==> src/rtl/decompose_r1_ctrl.sv <==
// decompose_r1_ctrl: streams coefficient words from memory through four r1
// look-up lanes, packs the 4-bit results into 16-bit w1 words, and counts
// corner-case coefficients over a run of NUM_POLY polynomials.
module decompose_r1_ctrl #(
  parameter int REG_SIZE       = 23,
  parameter int NUM_POLY       = 8,
  parameter int WORDS_PER_POLY = 64,
  parameter int ADDR_W         = 15
) (
  input  logic                    clk,
  input  logic                    rst_b,
  input  logic                    zeroize,
  input  logic                    start_i,
  input  logic [ADDR_W-1:0]       src_base_i,
  input  logic [ADDR_W-1:0]       dst_base_i,
  output logic                    mem_rd_en_o,
  output logic [ADDR_W-1:0]       mem_rd_addr_o,
  input  logic [4*REG_SIZE-1:0]   mem_rd_data_i,
  output logic                    dp_valid_o,
  output logic [4*REG_SIZE-1:0]   dp_coeff_o,
  input  logic [15:0]             dp_r1_i,
  input  logic [3:0]              dp_corner_i,
  output logic                    w1_wr_en_o,
  output logic [ADDR_W-1:0]       w1_wr_addr_o,
  output logic [15:0]             w1_wr_data_o,
  output logic [10:0]             corner_cnt_o,
  output logic                    busy_o,
  output logic                    done_o
);

  localparam int TOTAL = NUM_POLY * WORDS_PER_POLY;
  localparam int CNT_W = $clog2(TOTAL + 1);
  localparam logic [CNT_W-1:0] LAST_RD = CNT_W'(TOTAL - 1);
  localparam logic [CNT_W-1:0] CNT_ONE = {{(CNT_W-1){1'b0}}, 1'b1};

  typedef enum logic [1:0] {
    ST_IDLE  = 2'd0,
    ST_RUN   = 2'd1,
    ST_FLUSH = 2'd2,
    ST_DONE  = 2'd3
  } state_t;

  state_t             state_r;
  logic [ADDR_W-1:0]  src_base_r;
  logic [ADDR_W-1:0]  dst_base_r;
  logic [CNT_W-1:0]   rd_cnt_r;
  logic [CNT_W-1:0]   wr_cnt_r;
  logic [CNT_W-1:0]   rd_cnt_nxt_s;
  logic               rd_vld_r;
  logic               start_acc_s;
  logic [11:0]        corner_sum_s;
  logic [10:0]        corner_nxt_s;

  // Number of set corner flags across the four lanes.
  function automatic logic [2:0] popcount4(input logic [3:0] v);
    popcount4 = {2'b00, v[0]} + {2'b00, v[1]} + {2'b00, v[2]} + {2'b00, v[3]};
  endfunction

  assign start_acc_s = start_i && (state_r == ST_IDLE);

  // Next read index and saturating corner-count update.
  always_comb begin
    rd_cnt_nxt_s = rd_cnt_r + CNT_ONE;
    corner_sum_s = {1'b0, corner_cnt_o} + {9'd0, popcount4(dp_corner_i)};
    if (corner_sum_s > 12'd2047) begin
      corner_nxt_s = 11'd2047;
    end else begin
      corner_nxt_s = corner_sum_s[10:0];
    end
  end

  // Run sequencer: issues one read per cycle, then drains the pipe and pulses done.
  always_ff @(posedge clk or negedge rst_b) begin
    if (!rst_b) begin
      state_r       <= ST_IDLE;
      src_base_r    <= {ADDR_W{1'b0}};
      dst_base_r    <= {ADDR_W{1'b0}};
      rd_cnt_r      <= {CNT_W{1'b0}};
      mem_rd_en_o   <= 1'b0;
      mem_rd_addr_o <= {ADDR_W{1'b0}};
      busy_o        <= 1'b0;
      done_o        <= 1'b0;
    end else if (zeroize) begin
      state_r       <= ST_IDLE;
      src_base_r    <= {ADDR_W{1'b0}};
      dst_base_r    <= {ADDR_W{1'b0}};
      rd_cnt_r      <= {CNT_W{1'b0}};
      mem_rd_en_o   <= 1'b0;
      mem_rd_addr_o <= {ADDR_W{1'b0}};
      busy_o        <= 1'b0;
      done_o        <= 1'b0;
    end else begin
      done_o <= 1'b0;
      case (state_r)
        ST_IDLE: begin
          if (start_acc_s) begin
            src_base_r    <= src_base_i;
            dst_base_r    <= dst_base_i;
            rd_cnt_r      <= {CNT_W{1'b0}};
            mem_rd_en_o   <= 1'b1;
            mem_rd_addr_o <= src_base_i;
            busy_o        <= 1'b1;
            state_r       <= ST_RUN;
          end
        end
        ST_RUN: begin
          if (rd_cnt_r == LAST_RD) begin
            mem_rd_en_o <= 1'b0;
            state_r     <= ST_FLUSH;
          end else begin
            rd_cnt_r      <= rd_cnt_nxt_s;
            mem_rd_addr_o <= src_base_r + ADDR_W'(rd_cnt_nxt_s);
          end
        end
        ST_FLUSH: begin
          // The final write is on the outputs this cycle; nothing remains behind it.
          if (!rd_vld_r && !dp_valid_o) begin
            done_o  <= 1'b1;
            busy_o  <= 1'b0;
            state_r <= ST_DONE;
          end
        end
        ST_DONE: begin
          state_r <= ST_IDLE;
        end
        default: begin
          state_r <= ST_IDLE;
        end
      endcase
    end
  end

  // Fixed three-stage pipe: read data -> lane coefficients -> packed w1 write.
  always_ff @(posedge clk or negedge rst_b) begin
    if (!rst_b) begin
      rd_vld_r     <= 1'b0;
      dp_valid_o   <= 1'b0;
      dp_coeff_o   <= {(4*REG_SIZE){1'b0}};
      w1_wr_en_o   <= 1'b0;
      w1_wr_addr_o <= {ADDR_W{1'b0}};
      w1_wr_data_o <= 16'd0;
      wr_cnt_r     <= {CNT_W{1'b0}};
      corner_cnt_o <= 11'd0;
    end else if (zeroize) begin
      rd_vld_r     <= 1'b0;
      dp_valid_o   <= 1'b0;
      dp_coeff_o   <= {(4*REG_SIZE){1'b0}};
      w1_wr_en_o   <= 1'b0;
      w1_wr_addr_o <= {ADDR_W{1'b0}};
      w1_wr_data_o <= 16'd0;
      wr_cnt_r     <= {CNT_W{1'b0}};
      corner_cnt_o <= 11'd0;
    end else begin
      rd_vld_r   <= mem_rd_en_o;
      dp_valid_o <= rd_vld_r;
      w1_wr_en_o <= dp_valid_o;
      if (rd_vld_r) begin
        dp_coeff_o <= mem_rd_data_i;
      end
      if (start_acc_s) begin
        wr_cnt_r     <= {CNT_W{1'b0}};
        corner_cnt_o <= 11'd0;
      end else if (dp_valid_o) begin
        w1_wr_data_o <= dp_r1_i;
        w1_wr_addr_o <= dst_base_r + ADDR_W'(wr_cnt_r);
        wr_cnt_r     <= wr_cnt_r + CNT_ONE;
        corner_cnt_o <= corner_nxt_s;
      end
    end
  end

endmodule

==> config.mk <==
export PLATFORM = sky130hd
export DESIGN_NAME = decompose_r1_ctrl
export DESIGN_NICKNAME = d
export VERILOG_FILES = /design/src/rtl/decompose_r1_ctrl.sv
export SDC_FILE = /design/constraint.sdc
export NUM_CORES = 1
export LEC_CHECK = 0
export CAP_MARGIN = 20
export CORE_ASPECT_RATIO = 1.4
export CORE_UTILIZATION = 40
export CTS_BUF_LIST = sky130_fd_sc_hd__clkbuf_4 sky130_fd_sc_hd__clkbuf_8
export CTS_CLUSTER_SIZE = 12
export DETAILED_ROUTE_END_ITERATION = 16
export MAX_ROUTING_LAYER = met4
export PLACE_DENSITY_LB_ADDON = 0.25
export SLEW_MARGIN = 20
export SYNTH_ARGS = -nofsm -noshare
export SYNTH_HDL_FRONTEND = slang
export SYNTH_SLANG_ARGS = --single-unit
==> constraint.sdc <==
create_clock -name clk -period 3.36 [get_ports clk]
set_input_delay 0.672 -clock clk [delete_from_list [all_inputs] [get_ports clk]]
set_output_delay 0.672 -clock clk [all_outputs]
set_load 0.005 [all_outputs]
; After elaboration in Yosys (flattened, before gate mapping)
; Cells that the tools add are included.
[totals]
register_bits = 207
latch_bits = 0
ramBits = 0
rom_bits = 0
input_bits = 146
output_inout_bits = 154
elab_cells = 98
mem_count = 0
[op_classes]
n_addsub = 8
n_mul = 0
div = 0
order_cmp = 1
n_eq_ne = 9
n_shift = 0
mux = 46
bitwise_logic = 0
n_reduce_logical = 18
[ops]
columns = operator, n
row1 = 92-bit 2-to-1 mux, 2
row2 = 15-bit 2-to-1 mux, 11
row3 = 10-bit 2-to-1 mux, 6
row4 = 16-bit 2-to-1 mux, 3
row5 = 11-bit 2-to-1 mux, 4
row6 = 15-bit by 10-bit adder with 15-bit output, 2
row7 = 15-bit one-hot mux with 2 select lines, 1
row8 = 10-bit by 1-bit adder with 10-bit output (second input constant), 2
row9 = 10-bit one-hot mux with 2 select lines, 1
row10 = 11-bit by 3-bit adder with 12-bit output, 1
row11 = 12-bit by 11-bit greater-than comparator with 1-bit output (second input constant), 1
row12 = 3-bit inequality test (second input constant), 4
row13 = 3-bit AND reduction, 4
row14 = 1-bit 2-to-1 mux, 11
row15 = 10-bit by 9-bit equality test with 1-bit output (second input constant), 1
row16 = 3-bit nonzero test, 3
row17 = 2-bit 2-to-1 mux, 4
row18 = 2-bit one-hot mux with 4 select lines, 1
row19 = 2-bit nonzero test, 4
row20 = 2-bit equality test (second input constant), 2
row21 = 1-bit one-hot mux with 2 select lines, 2
row22 = 2-bit AND reduction, 2
row23 = 2-bit by 1-bit adder with 3-bit output, 1
row24 = 3-bit by 1-bit adder with 3-bit output, 1
row25 = 6 further kinds, 8

; Longest topological paths before layout
; Gate-level depths: netlist of run 1.
[depth]
ltp_word = 9
ltp_mapped = 13
ltp_nobuf = 12

; Worst setup path before layout of run 1
; No wires, ideal clock.
[synth_path]
path_type = input -> register
from = in dp_corner_i[0]
to = reg corner_cnt_o[8]
setup_time_ns = 0.099
arrival_time_ns = 2.626
required_time_ns = 3.261
setup_slack_ns = 0.634
path_stages = 9
n_path_buf = 0
path_cell_list = fa_1 inv_1 fa_1 nor2b_1 o2111a_1 nand3_1 o21ai_0 a21oi_1 a311oi_1
[synth_via]
elab_chain_len = 9
[synth_lines]
columns = element, line
row1 = start: declaration, 22  ; input logic [3:0] dp_corner_i,
row2 = 1-bit by 1-bit adder with 2-bit output (*), 56  ; popcount4 = {2'b00, v[0]} + {2'b00, v[1]} + {2'b00, v[2]} + {2'b00, v[3]};
row3 = 2-bit by 1-bit adder with 3-bit output (*), 56
row4 = 3-bit by 1-bit adder with 3-bit output (*), 56
row5 = 11-bit by 3-bit adder with 12-bit output (*), 64  ; corner_sum_s = {1'b0, corner_cnt_o} + {9'd0, popcount4(dp_corner_i)};
row6 = 12-bit by 11-bit greater-than comparator with 1-bit output, 65  ; if (corner_sum_s > 12'd2047) begin
row7 = 11-bit 2-to-1 mux (*), 65
row8 = 11-bit 2-to-1 mux (*), 163  ; end else if (dp_valid_o) begin
row9 = 11-bit 2-to-1 mux (*), 160  ; if (start_acc_s) begin
row10 = 11-bit 2-to-1 mux (*), 144  ; end else if (zeroize) begin
row11 = end signal: assignment, 167  ; corner_cnt_o <= corner_nxt_s;
row12 = end: declaration, 26  ; output logic [10:0] corner_cnt_o,
; Every way passes the cells marked *; elsewhere a longest branch is shown, timed or not. The select of a mux whose other input is x is not followed.
; A chain may end at the register's enable or synchronous reset.

; Worst setup path in the final report of run 1
[layout_path]
from = reg rd_cnt_r[0]
to = reg mem_rd_addr_o[10]
[layout_via]
elab_chain_len = 5
word_cells_on_any_way = 8
[layout_lines]
columns = element, line
row1 = start: declaration, 46  ; logic [CNT_W-1:0] rd_cnt_r;
row2 = start signal: assignment, 78  ; rd_cnt_r <= {CNT_W{1'b0}};
row3 = start signal: assignment, 87  ; rd_cnt_r <= {CNT_W{1'b0}};
row4 = start signal: assignment, 99  ; rd_cnt_r <= {CNT_W{1'b0}};
row5 = 10-bit by 1-bit adder with 10-bit output, 63  ; rd_cnt_nxt_s = rd_cnt_r + CNT_ONE;
row6 = 15-bit by 10-bit adder with 15-bit output, 112  ; mem_rd_addr_o <= src_base_r + ADDR_W'(rd_cnt_nxt_s);
row7 = 15-bit 2-to-1 mux, 107  ; if (rd_cnt_r == LAST_RD) begin
row8 = 15-bit one-hot mux with 2 select lines, 94  ; case (state_r)
row9 = 15-bit 2-to-1 mux, 83  ; end else if (zeroize) begin
row10 = end signal: assignment, 89  ; mem_rd_addr_o <= {ADDR_W{1'b0}};
row11 = end signal: assignment, 101  ; mem_rd_addr_o <= src_base_i;
row12 = end signal: assignment, 112
row13 = end: declaration, 17  ; output logic [ADDR_W-1:0] mem_rd_addr_o,
; Parallel ways exist; a longest one is shown, timed or not. The select of a mux whose other input is x is not followed.

==> metrics.cfg, run 1 <==
[outcome]
status = finished clean

[placement]
dp_cells = 1478
io_buffers = 299
place_ws_ps = 66.85
dp.final_hpwl_um = 19500
globalplace.congestion = 0.8674

[synth]
synthCells = 902
synth_area_um2 = 9694
yosys_register_bits = 207
syn_area_per_cell_um2 = 10.75
yosys_warnings = 0
yosysSeqAreaShare_pct = 53.43
syn_nets = 1079
ys.flop_type = dfrtp_1
synth-edff-count = 0
ys_types = 50
async_flop_share_pct = 100.0

[clock_tree]
cts_tree = yes
post_cts_resize_count = 0
holdBufCountCts = 0
cts_sinks = 207
clk_root_buffer_cell = clkbuf_8
clock_latency_ps = 530
cts_setup_buffers = 0
clk_pin_slew_ps = 60
htree_levels = 2
cts_buffer_depth = 3
cts-buffers-inserted = 34

[die]
io_pins = 300
dieArea_um2 = 24870
die_x_um = 133.6
chipHeight_um = 186.2
core_um2 = 23890
fp-row-count = 67
floorplan.initialDensity_pct = 40.58

[sta]
setup_ws_ps = 410.2
fin_crit_sh_pct = 87.79
rsz0062_at_grt = false
max_slew_margin_pct = 45.05
fmax_ghz = 0.3390
worstMarginPinSlew_ps = 824.2
clock_skew_ps = 24.25
slew_violations = 0
tns_ps = 0
hold_violations = 0
setup_viol = 0
min_period_ps = 2950

[critical_path]
cp-endpoint = mem_rd_addr_o[10]
cp_max_fo = 6
worst-setup-path-type = flop to flop
crit_path_start = rd_cnt_r[0]
worstReg2RegStart = rd_cnt_r[0]
rrSetupSlack_ps = 410
r2r-end = mem_rd_addr_o[10]
cp-end-kind = flop
reg2reg_depth = 11
crit_required_ps = 3800
start_kind = flop
arrival_ps = 3390

[routing]
drt_first_pass_iters = 5
vias = 7948
wl_um = 27450
wl_per_cell_um = 17.87
drcViolationCount = 0
final_antenna_net_count = 0
vias_per_cell = 5.174
drt_iter0_markers = 368

[grt]
grt.overflow.total = 0
grt_max_degree = 77
grt_pass1_vias = 7841
grt_antenna_before_repair = 1
grt_pass1_wl_um = 43040
grt_use_total_pct = 22.94

[power]
pwr_density_cell_nw_per_um2 = 535.3
p_leak_nw = 6.017
ir_drop_mv = 0.3613
p_total_mw = 7.382

[layout]
final_nets = 1381
final_cell_mix = 297 x clkdlybuf4s50_1, 206 x dfrtp_1, 130 x nor2_1
utilization_pct = 57.73
drive_above_1_share_pct = 7.184
fillerInstances = 2119
final_common_cell = clkdlybuf4s50_1
instances_no_fill = 1536
area_growth_pct = 42.27

[run]
drv_cap = 0

[hold_path]
hp-class = input port to asynchronous set/reset pin

[sequential cells by signal, indices dropped and copies added (netlist names), 10 cells and up]
register and cells:
dp_coeff_o 92, w1_wr_data_o 16, dst_base_r 15, mem_rd_addr_o 15, src_base_r 15, w1_wr_addr_o 15, corner_cnt_o 11, rd_cnt_r 10
wr_cnt_r 10
[layout make-up]
| cell class | count | area, um2 | share of cell area [%] |
|---|---|---|---|
| timing repair buffer | 320 | 3202 | 23.22 |
| tap | 310 | 387.9 | 2.812 |
| inverter | 16 | 60.06 | 0.4355 |
| clock inverter | 3 | 17.52 | 0.1270 |
| sequential | 207 | 5184 | 37.58 |
| clock buffer | 54 | 680.7 | 4.935 |
| multi-input combinational | 625 | 4258 | 30.87 |
| antenna | 1 | 2.502 | 0.01814 |
[metal layers]
metal	vias to the layer above	share of wire, %	global-route usage, %
li1	3799	-	-
met1	3854	40	26.55
met2	249	51	39.42
met3	46	6.1	4.878
met4	0	2.6	8.000
met5	-	0	-
[Yosys cell counts (6+ instances only)]
library cell  number  share of area, %
nor2b_1            6              0.39
nor3_1             9              0.46
inv_1             16              0.62
ha_1              26               3.4
o21ai_0           47               2.4
xnor2_1           21               1.9
a21oi_1           33               1.7
dfrtp_1          207                53
a21o_1            10              0.77
clkbuf_1          40               1.5
o31ai_1            8              0.62
a31oi_1           10              0.65
xor2_1            12               1.1
nand2_1           60               2.3
buf_1             10              0.39
mux2i_1           99                10
and3_1            11              0.71
nand4_1            6              0.39
nor2_1           131               5.1
nand3_1           20               1.0
a211oi_1           8              0.62
a22o_1            50               4.5
[critical path, stage by stage (launching register included)]
cell and delay [ps]:
dfrtp_1 410, ha_1 270, nand2_1 80, or2_2 330, nor2_1 190, xor2_1 180, ha_1 310, and3_1 230
a31oi_1 340, a21boi_0 140, o31ai_1 220, nor2b_1 160
[kinds of logic after synthesis]
group / synth area share (%)
and+or+nand+nor: 12.43
DFF: 53.43
AOI/OAI and AO/OA: 13.72
muxes: 10.22
buffers and inverters: 2.827
xor gates and xnor gates: 2.981
adders and majority gates: 4.388
[report_power, final]
group | internal, mW | total [mW] | switching [mW]
clock | 1.28 | 2.26 | 0.984
sequential | 2.80 | 3.06 | 0.267
combinational | 1.09 | 2.06 | 0.968
[how the worst min path moves through the flow]
stage | start | endpoint | cells past startpoint
after CTS | rst_b | corner_cnt_o[10] | 1
final | rst_b | w1_wr_addr_o[10] | 1
after floorplan | rst_b | busy_o | 0
after global routing | rst_b | w1_wr_addr_o[14] | 1
after detailed placement | mem_rd_addr_o[14] | mem_rd_addr_o[14] | 2
after global placement | w1_wr_addr_o[3] | w1_wr_addr_o[3] | 2
[per-stage QoR]
stage	hold slack [ps]	instance area, um2
2_1_floorplan	376.4	9694
3_3_place_gp	460.9	13090
3_5_place_dp	469.4	13090
4_1_cts	188.2	13790
5_1_grt	220.4	13790
6_report	185.2	13790
Power figures use the tool's default switching activity.
==> run 2, diff against run 1 <==
--- a/config.mk
+++ b/config.mk
@@ -5,6 +5,7 @@
 export SDC_FILE = /design/constraint.sdc
 export NUM_CORES = 1
 export LEC_CHECK = 0
+export ABC_AREA = 1
 export CAP_MARGIN = 20
 export CORE_ASPECT_RATIO = 1.4
 export CORE_UTILIZATION = 40
@@ -13,6 +14,7 @@
 export DETAILED_ROUTE_END_ITERATION = 16
 export MAX_ROUTING_LAYER = met4
 export PLACE_DENSITY_LB_ADDON = 0.25
+export SETUP_SLACK_MARGIN = 0.15
 export SLEW_MARGIN = 20
 export SYNTH_ARGS = -nofsm -noshare
 export SYNTH_HDL_FRONTEND = slang
==> metrics.cfg, run 2 <==
[layout]
final_cell_mix = 454 x nand2_1, 298 x clkdlybuf4s50_1, 207 x dfrtp_1
final_common_cell = nand2_1
final_cell_area_um2 = 14200
area_growth_pct = 40.80
final_nets = 1727
top_regs = dp_coeff_o: 92 flops, w1_wr_data_o: 16 flops
largest-register = dp_coeff_o
drive_above_1_share_pct = 6.413
largest_reg_flops = 92
fillerInstances = 2271

[clock_tree]
cts_setup_buffers = 0
clk_root_buffer_cell = clkbuf_8
holdBufCountCts = 0
htree_levels = 2
cts_buffer_depth = 3
cts_tree = yes
post_cts_resize_count = 0
clk_pin_slew_ps = 60
clock_latency_ps = 520
cts_sinks = 207
cts-buffers-inserted = 35

[die]
core_um2 = 24670
chipHeight_um = 189.9
dieArea_um2 = 25850
floorplan.initialDensity_pct = 40.86
fp-row-count = 68
io_pins = 300
die_x_um = 136.2

[critical_path]
cp_slowest_cell = fa_1
timing.critical_path.buf_inv = 3
cp-end-kind = flop
worst-setup-path-type = input port to flop
max_stage_delay_ps = 540
rrSetupSlack_ps = 740
path_cells = clkdlybuf4s50_1 -> fa_1 -> inv_1 -> fa_1 -> inv_1 -> fa_1 -> nand2_1 -> nor2_1 -> nand3_1 -> xor2_1 -> nand2_1 -> nand2_1 -> o21ai_0
reg2reg_depth = 14
critPathTopFamily = adder cells
r2r-end = mem_rd_addr_o[11]
worstReg2RegStart = rd_cnt_r[0]
start_kind = input port
arrival_ps = 3180
crit_required_ps = 3730
cp_max_fo = 4

[run]
drv_cap = 0

[routing]
wl_met2_um = 15200
met3WireLength_um = 1881
drt_first_pass_iters = 5
top_layer = met4
wl_um = 30300
vias_per_cell = 4.987
drcViolationCount = 0
final_antenna_net_count = 0
m1WireLength_um = 11980
vias = 9441
wl_per_cell_um = 16.00
drt_iter0_markers = 539

[sta]
hold_violations = 0
tns_ps = 0
max_slew_margin_pct = 40.10
setup_viol = 0
fin_crit_sh_pct = 83.52
min_period_ps = 2806
slew_violations = 0
rsz0062_at_grt = false
worstMarginPinSlew_ps = 898.5
fmax_ghz = 0.3564
clock_skew_ps = 21.29

[power]
ir_drop_mv = 0.3086
pwr_density_cell_nw_per_um2 = 524.8
p_leak_nw = 7.049

[placement]
io_buffers = 299
place_area_um2 = 13410
globalplace.congestion = 0.9071
dp.final_hpwl_um = 21550

[grt]
grt_antenna_before_repair = 3
grt_use_total_pct = 24.26
grt_pass1_wl_um = 47810
grt_pass1_vias = 9371
grt.overflow.total = 0
grt_max_degree = 94

[synth]
synth-edff-count = 0
ys_types = 38
yosys_warnings = 0
ys_top_cells_by_count = 454 x nand2_1, 207 x dfrtp_1, 177 x nand3_1, 95 x inv_1, 57 x nor2_1
yosys_register_bits = 207
synth_area_um2 = 10080
synth_top_area_share_pct = 51.38
ys.flop_type = dfrtp_1
syn_area_per_cell_um2 = 8.066
async_flop_share_pct = 100.0
synthCells = 1250
synth_area_leaders = dfrtp_1 51%, nand2_1 17%, nand3_1 8.8%
yosysMostFrequentCell = nand2_1
yosysSeqAreaShare_pct = 51.38
yosysTopAreaCell = dfrtp_1
syn_nets = 1427

[hold_path]
hp-class = input port to asynchronous set/reset pin

[outcome]
status = finished clean

run 2: power by group:
| part | switching (mW) | internal (mW) |
|---|---|---|
| combinational | 1.01 | 0.906 |
| clock | 1.05 | 1.42 |
| sequential | 0.233 | 2.83 |
run 2: layout make-up:
cell class                      count  area (um2)  share of cell area (%)
Sequential cell                   207        5180                   36.49
Clock buffer                       54       705.7                   4.971
Tap cell                          315       394.1                   2.776
Inverter                          103       387.9                   2.732
Antenna cell                        3       7.507                 0.05288
Timing Repair Buffer              314        3147                   22.17
Clock inverter                      8       68.82                  0.4848
Multi-Input combinational cell    889        4305                   30.33
run 2: per-stage QoR:
step	setup WS (ps)	cells	power (mW)	hold WS, ps	util, %
6_report	553.8	1893	7.450	105.0	57.54
5_1_grt	358.6	1893	7.855	113.9	57.54
3_3_place_gp	109.8	1828	5.001	456.5	54.37
4_1_cts	608.8	1890	7.540	82.52	57.51
2_1_floorplan	746.6	1250	3.934	376.4	-
3_5_place_dp	52.08	1828	5.025	456.2	54.37
run 2: how the worst max path moves through the flow:
| stage | from | end | slack [ps] | cells past startpoint |
|---|---|---|---|---|
| detailed placement | dp_corner_i[0] | corner_cnt_o[6] | 50 | 13 |
| floorplan | dp_corner_i[0] | corner_cnt_o[6] | 750 | 12 |
| global placement | dp_corner_i[0] | corner_cnt_o[6] | 110 | 13 |
| global route | dp_corner_i[0] | corner_cnt_o[6] | 360 | 13 |
| CTS | dp_corner_i[0] | corner_cnt_o[6] | 610 | 13 |
| finish | dp_corner_i[0] | corner_cnt_o[6] | 550 | 13 |
run 2: cell families after synthesis:
family	synth area share [%]
XOR/XNOR	1.216
flip-flops	51.38
AO/OA/AOI/OAI	6.875
buffers and inverters	6.031
adder cells (fa/ha/maj)	4.219
AND/OR/NAND/NOR	30.28
run 2: per-layer routing:
metal | GRT usage (%) | vias to the layer above
met5 | - | -
li1 | - | 4637
met4 | 11.84 | 0
met1 | 27.71 | 4401
met3 | 4.929 | 80
met2 | 40.22 | 323
==> run 3, diff against run 2 <==
==> constraint.sdc (replaced) <==
create_clock -name clk -period 2.7 [get_ports clk]
set_input_delay 0.54 -clock clk [delete_from_list [all_inputs] [get_ports clk]]
set_output_delay 0.54 -clock clk [all_outputs]
set_load 0.005 [all_outputs]
==> metrics.cfg, run 3 (synthesis results as in run 2) <==
[die]
die_x_um = 136.2
chipHeight_um = 189.9
dieArea_um2 = 25850
io_pins = 300
floorplan.initialDensity_pct = 40.86
core_um2 = 24670
fp-row-count = 68

[critical_path]
arrival_ps = 2840
worst-setup-path-type = input port to flop
crit_path_start = dp_corner_i[0]
cp_max_fo = 4
timing.critical_path.buf_inv = 3
path_cells = clkdlybuf4s50_1 -> fa_1 -> inv_1 -> fa_2 -> inv_2 -> fa_2 -> nand2_2 -> nor2_4 -> nand3_1 -> xor2_1 -> nand2_1 -> nand2_1 -> o21ai_0
rrSetupSlack_ps = 300
r2r-end = mem_rd_addr_o[9]
cp-endpoint = corner_cnt_o[6]
cp_slowest_cell = fa_1
cp-end-kind = flop
start_kind = input port
reg2reg_depth = 17
critPathTopFamily = adder cells
crit_required_ps = 3100
max_stage_delay_ps = 480
worstReg2RegStart = rd_cnt_r[0]
cp.depth = 13

[routing]
vias_per_cell = 5.008
wl_per_cell_um = 16.04
vias = 9560
drt_first_pass_iters = 5
drt_iter0_markers = 452
final_antenna_net_count = 0
wl_um = 30610
drcViolationCount = 0

[layout]
largest-register = dp_coeff_o
top_regs = dp_coeff_o: 92 flops, w1_wr_data_o: 16 flops
final_common_cell = nand2_1
largest_reg_flops = 92
final_nets = 1742
drive_above_1_share_pct = 8.737
final_cell_area_um2 = 14480
final_cell_mix = 451 x nand2_1, 296 x clkdlybuf4s50_1, 207 x dfrtp_1
area_growth_pct = 43.57

[sta]
slew_violations = 0
fin_crit_sh_pct = 90.31
worstMarginPinSlew_ps = 686.5
rsz0062_at_grt = true
min_period_ps = 2438
setup_ws_ps = 261.7
hold_slack_ps = 455.0
setup_viol = 0
fmax_ghz = 0.4101
max_slew_margin_pct = 54.23
tns_ps = 0
clock_skew_ps = 19.07
hold_violations = 0

[clock_tree]
cts_sinks = 207
htree_levels = 2
clk_pin_slew_ps = 60
cts_buffer_depth = 3
cts_tree = yes
clock_latency_ps = 520
clk_root_buffer_cell = clkbuf_8
cts-buffers-inserted = 35

[grt]
grt_antenna_before_repair = 3
grt_pass1_vias = 9549
grt_use_total_pct = 24.77
grt.overflow.total = 0
grt_pass1_wl_um = 48930
grt_max_degree = 94

[placement]
dp.final_hpwl_um = 21830
place_ws_ps = -472.8
place_area_um2 = 13530
io_buffers = 299
globalplace.congestion = 0.9105

[power]
seqPwrFrac_pct = 40.7
power.share.combinational_pct = 26.4
ir_drop_mv = 0.3938
p_int_mw = 6.524
p_leak_nw = 7.147
pwr-share-clk_pct = 32.9
p_sw_mw = 2.841
switching_share_pct = 30.34
pwr_density_cell_nw_per_um2 = 647.0

[run]
drv_cap = 0

[hold_path]
hp-class = flop to flop

[outcome]
status = finished clean

==> run 3: cell types whose count changed in the layout (fill, tap and decap cells not counted), moves of 3 or more <==
cell	change
ha_1	-5
nor2_4	+3
nor2_1	-5
buf_4	+11
clkbuf_4	+10
clkbuf_8	-7
ha_4	+3
clkinv_2	-4
buf_12	+3
nand2_2	+3
nand2_1	-3
==> run 3: area by class of cell <==
| type | count | area [um2] |
|---|---|---|
| diodes | 3 | 7.507 |
| clock buffers | 57 | 684.4 |
| clock inverters | 6 | 86.33 |
| fillers | 2210 | 10200 |
| inverters | 103 | 387.9 |
| multi-input cells | 889 | 4431 |
| flip-flops and latches | 207 | 5180 |
| well taps | 315 | 394.1 |
| repair buffers | 329 | 3304 |
==> run 3: worst reg2reg max path: stages (launching register included) <==
cell and delay (ps):
dfrtp_1 390, buf_4 130, nand3_1 100, nor2_1 140
nand2_1 90, nor2_1 120, xor2_1 200, inv_1 100
ha_4 300, nand2_1 80, inv_1 90, nand2_1 70
nand2_1 80, inv_1 50, nand4_1 80, nand3_1 140
nand2_1 100, nand2_1 40
==> run 3: worst min path at each step <==
stage / start / end / slack [ps] / cells past startpoint
4_1_cts: rd_vld_r / done_o / 460 / 1
2_1_floorplan: rst_b / busy_o / 240 / 0
3_3_place_gp: rd_vld_r / done_o / 460 / 1
5_1_grt: rd_vld_r / done_o / 490 / 1
6_report: rd_vld_r / done_o / 450 / 1
3_5_place_dp: rd_vld_r / done_o / 450 / 1
==> run 3: what timing repair did <==
action	4_1_cts	5_1_grt
buffers inserted	2	2
endpoints found under the hold margin	34	0
hold buffers	1	0
setup endpoints to repair	6	21
pin swaps	0	8
gates resized for setup	1	29
==> run 3: power by group through the flow <==
stage	Combinational, mW	Sequential [mW]	Clock (mW)
finish	2.48	3.81	3.08
CTS	2.48	3.80	3.17
global placement	2.43	3.84	0
detailed placement	2.44	3.85	0
floorplan	1.06	3.84	0
global route	2.73	3.86	3.32
==> run 3: metal layers <==
layer	GRT usage, %	wire length [um]	share of wire, %
met5	-	0	0
met4	12.18	1447	4.7
met2	41.29	15290	50
met1	27.88	12020	39
met3	5.276	1860	6.1
==> run 3: stage by stage <==
| stage | cells | util, % | power [mW] |
|---|---|---|---|
| after floorplan | 1250 | - | 4.896 |
| after global placement | 1838 | 54.82 | 6.268 |
| after detailed placement | 1838 | 54.82 | 6.293 |
| after CTS | 1904 | 58.06 | 9.453 |
| after global routing | 1909 | 58.67 | 9.908 |
| final | 1909 | 58.67 | 9.365 |
